--- src/rtl/mult_addshift_n.sv ---
// Signed add-shift multiplier: S x B into {X,A,B} with a Run/Done handshake.
// Optional overflow flag enabled by defining MULT_OVF_EN.
module mult_addshift_n #(
    parameter int unsigned WIDTH = 8
) (
    input  logic             Clk,
    input  logic             Reset,
    input  logic             Load_B,
    input  logic             Run,
    input  logic [WIDTH-1:0] Sw,
    output logic [WIDTH-1:0] Aval,
    output logic [WIDTH-1:0] Bval,
    output logic             X,
    output logic             Busy,
    output logic             Done,
    output logic             Ovf
);

    localparam int unsigned CW = (WIDTH > 2) ? $clog2(WIDTH) : 1;
    localparam logic [CW-1:0] LAST = CW'(WIDTH - 1);

    typedef enum logic [2:0] {IDLE, CLR, ADD, SHIFT, DONE} state_t;

    state_t          state;
    logic [WIDTH-1:0] s_q;
    logic [CW-1:0]   cnt;
    logic            run_q;
    logic [WIDTH:0]  sum_c;

    // Final partial product carries negative weight in two's complement.
    always_comb begin
        if (cnt == LAST)
            sum_c = {Aval[WIDTH-1], Aval} - {s_q[WIDTH-1], s_q};
        else
            sum_c = {Aval[WIDTH-1], Aval} + {s_q[WIDTH-1], s_q};
    end

`ifdef MULT_OVF_EN
    // Evaluated on the post-shift values, i.e. the final product.
    logic ovf_c;
    assign ovf_c = ({X, Aval[WIDTH-1:1]} != {WIDTH{Aval[0]}}) || (X != Aval[0]);
`else
    assign Ovf = 1'b0;
`endif

    always_ff @(posedge Clk) begin
        if (Reset) begin
            state <= IDLE;
            Aval  <= '0;
            Bval  <= '0;
            X     <= 1'b0;
            s_q   <= '0;
            cnt   <= '0;
            run_q <= 1'b0;
            Busy  <= 1'b0;
            Done  <= 1'b0;
`ifdef MULT_OVF_EN
            Ovf   <= 1'b0;
`endif
        end else begin
            run_q <= Run;
            case (state)
                IDLE: begin
                    if (Load_B) begin
                        Bval <= Sw;
                        Aval <= '0;
                        X    <= 1'b0;
                    end else if (Run && !run_q) begin
                        s_q   <= Sw;
                        state <= CLR;
                        Busy  <= 1'b1;
                    end
                end
                CLR: begin
                    Aval  <= '0;
                    X     <= 1'b0;
                    cnt   <= '0;
                    state <= ADD;
                end
                ADD: begin
                    if (Bval[0]) begin
                        X    <= sum_c[WIDTH];
                        Aval <= sum_c[WIDTH-1:0];
                    end
                    state <= SHIFT;
                end
                SHIFT: begin
                    Aval <= {X, Aval[WIDTH-1:1]};
                    Bval <= {Aval[0], Bval[WIDTH-1:1]};
                    if (cnt == LAST) begin
                        state <= DONE;
                        Busy  <= 1'b0;
                        Done  <= 1'b1;
`ifdef MULT_OVF_EN
                        Ovf   <= ovf_c;
`endif
                    end else begin
                        cnt   <= cnt + CW'(1);
                        state <= ADD;
                    end
                end
                DONE: begin
                    if (!Run) begin
                        state <= IDLE;
                        Done  <= 1'b0;
`ifdef MULT_OVF_EN
                        Ovf   <= 1'b0;
`endif
                    end
                end
                default: begin
                    state <= IDLE;
                    Busy  <= 1'b0;
                    Done  <= 1'b0;
                end
            endcase
        end
    end

endmodule

--- config.mk ---
export PLATFORM = sky130hd
export DESIGN_NAME = mult_addshift_n
export DESIGN_NICKNAME = d
export VERILOG_FILES = /design/src/rtl/mult_addshift_n.sv
export SDC_FILE = /design/constraint.sdc
export NUM_CORES = 1
export LEC_CHECK = 0
export CAP_MARGIN = 20
export CORE_MARGIN = 2
export CORE_UTILIZATION = 54
export CTS_CLUSTER_SIZE = 16
export DETAILED_ROUTE_END_ITERATION = 16
export PLACE_DENSITY = 0.83
export SYNTH_ARGS = -nofsm -noshare
export SYNTH_HDL_FRONTEND = slang
export SYNTH_SLANG_ARGS = --single-unit
--- constraint.sdc ---
create_clock -name Clk -period 4.5 [get_ports Clk]
set_input_delay 0.9 -clock Clk [delete_from_list [all_inputs] [get_ports Clk]]
set_output_delay 0.9 -clock Clk [all_outputs]
set_load 0.01 [all_outputs]
==> flow_summary.toml <==
[layout]
final_common_cell = "nor2_1"
drive_above_1_share_pct = 7.58
layout_common_cells = "nor2_1, dfxtp_1, clkdlybuf4s50_1"
final_area_um2 = 2400
area.growth.synth_to_final_pct = 18.1
layout.nets = 287
diodes = 0

[worst_setup_path]
slowest_stage = "mux2_2"
cp_top_family = "adder cells"
crit_arrival_ns = 2.94
cp_max_fo = 11
slowest_delay_ns = 0.42
cpMostUsedCell = "ha_1"
path_cells = "ha_1 > ha_1 > mux2_2 > inv_1 > ha_1 > nand2b_1 > a21oi_1 > or4_1 > a31oi_1 > xor2_1 > o22ai_1"
worst-setup-path-type = "reg -> reg"
endpoint_kind = "flip-flop"
path_buf_inv = 1
startpoint_type = "flip-flop"
required_ns = 4.65

[pwr]
ir_drop_mv = 0.217
total_power_uw = 900
power.density_nw_per_um2 = 374
leakage_nw = 0.916

[drt]
drc_errors = 0
ant_nets = 0
dr_wl_met3_um = 211
wl_per_cell_um = 14.0
m1WireLength_mm = 2.10
vias = 1808
routed.top_layer = "met4"
dr.pass1.iters = 4
wl_met2_mm = 1.99
first_iter_violations = 155
drt_wl_total_mm = 4.38
viasPerCell = 5.79

[timing]
timing.fmax_mhz = 359
hold_viol = 0
fin_worst_skew_ns = 0.00303
setup_viol = 0
max_slew_margin_pct = 43.8
period_share_pct = 62.0
rsz0062_at_grt = "no"
fin_hold_ws_ns = 0.502
fin_tns_setup_ns = 0
slew_viol_final = 0
tightestPinTransition_ns = 0.842
fin_ws_ns = 1.71
min_period_ns = 2.79

[logic_synthesis]
synth_nets = 265
post_synth.cell_area_avg_um2 = 8.44
yosysSeqAreaShare_pct = 33.5
synth_top_area_share_pct = 33.5
postSynthCellCount = 241
synth.largest_area_cell = "dfxtp_1"
synth_area_leaders = "dfxtp_1, nor2_1, ha_1"
yosys_warnings = 0
synth-edff-count = 0
async_reset_ff_share_pct = 0
ys_types = 50
synth.cell_area_um2 = 2030
postSynthRegisterBits = 34
synth_flop_cell = "dfxtp_1"

[placement]
pre_cts_slack_ns = 1.73
placed_area_um2 = 2310
gp_congestion = 0.872
portBuffers = 30
place_hpwl_mm = 3.15

[floorplanning]
io_pins = 32
initial_core_util_pct = 56.0
fp.dieW_um = 65.4
die_area_um2 = 4270
die_y_um = 65.4
core-area_um2 = 3630
rows = 22

[global_routing]
grt_pass1_wl_mm = 7.20
antenna_found_initial = 0
grt_max_degree = 36
grt_pass1_vias = 1578
grt_use_total_pct = 21.9
grt_overflow = 0

[cts]
clkSinkCount = 34
ctsResizeCount = 0
tritoncts = "yes"
root_buffer = "clkbuf_8"
clkTransAtPathRegs_ns = 0.07
cts_setup_buffers = 0
hold_buffers = 0
worst_skew_pair.late_latency_ns = 0.29
cts-buffers-inserted = 5
cts_max_level = 2
cts_max_path_buffers = 2

[status]
outcome = "complete, no violations"

[run]
max_cap_violations = 0

[min_path]
hp-class = "reg -> reg"
[synth_stat cells, drive strengths merged, types with 2 or more instances]
cell,instances
a21oi,9
nor4,3
nand2b,4
mux2,2
xnor2,10
clkbuf,6
mux2i,9
nand2,15
dfxtp,34
ha,11
o22ai,2
a22oi,4
o21ai,18
nor2b,4
xor2,2
a31oi,3
buf,10
a311oi,8
a221oi,3
nor2,46
a21o,2
nor3,8
a211oi,6
inv,6
[worst reg2reg max path, cell delays in order (launching register included)]
cell and delay (ns):
dfxtp_1 0.35, ha_1 0.16, ha_1 0.38, mux2_2 0.42, inv_1 0.06, ha_1 0.21, nand2b_1 0.09, a21oi_1 0.11
or4_1 0.41, a31oi_1 0.21, xor2_1 0.16, o22ai_1 0.09
[cell type report]
type,count,area (µm²)
clock buffers,7,86.3
clock inverters,1,5.00
fillers,307,1230
inverters,6,22.5
multi-input cells,185,1240
flip-flops and latches,34,681
well taps,48,60.1
repair buffers,31,308
[path summary, 6_finish.rpt]
check | from | endpoint | slack (ns) | cells past startpoint
setup / recovery | cnt[0]$_SDFFE_PP0P_ | Aval[7]$_SDFFE_PP0P_ | 1.71 | 11
hold / removal | Bval[1]$_SDFFE_PP0P_ | Bval[0]$_SDFFE_PP0P_ | 0.50 | 2
setup reg to reg | cnt[0]$_SDFFE_PP0P_ | Aval[7]$_SDFFE_PP0P_ | 1.71 | 11
hold reg to reg | Bval[1]$_SDFFE_PP0P_ | Bval[0]$_SDFFE_PP0P_ | 0.50 | 2
[registers in the layout, indices dropped and copies added, names as in the netlist]
signal and count:
Done 1, s_q 8, X 1, Busy 1, run_q 1, Aval 8, state 3, cnt 3
Bval 8
[cells by family after synthesis]
| kind of cell | share of synthesized area, % |
|---|---|
| AO/OA/AOI/OAI | 21.4 |
| XOR/XNOR | 5.17 |
| adder cells (fa/ha/maj) | 7.75 |
| buffers and inverters | 5.53 |
| flip-flops | 33.5 |
| multiplexers | 5.54 |
| other | 0.184 |
| AND/OR/NAND/NOR | 21.0 |
[metal layers]
layer	global-route usage, %	vias up
li1	-	912
met1	27.7	846
met2	35.3	42
met3	5.31	8
met4	9.64	0
met5	0	-
[where the power goes]
part	total, mW	leakage (nW)	internal [mW]	switching (mW)
Clock	0.233	0.0482	0.123	0.109
Combinational	0.313	0.590	0.152	0.160
Sequential	0.354	0.278	0.326	0.0286
Total	0.900	0.916	0.602	0.298
[stage by stage]
| stage | util (%) | instances |
|---|---|---|
| 5_1_grt | 66.2 | 312 |
| 6_report | 66.2 | 312 |
| 3_5_place_dp | 63.6 | 304 |
| 2_1_floorplan | - | 241 |
| 3_3_place_gp | 63.6 | 304 |
| 4_1_cts | 66.2 | 312 |
(Power assumes the default switching activity.)
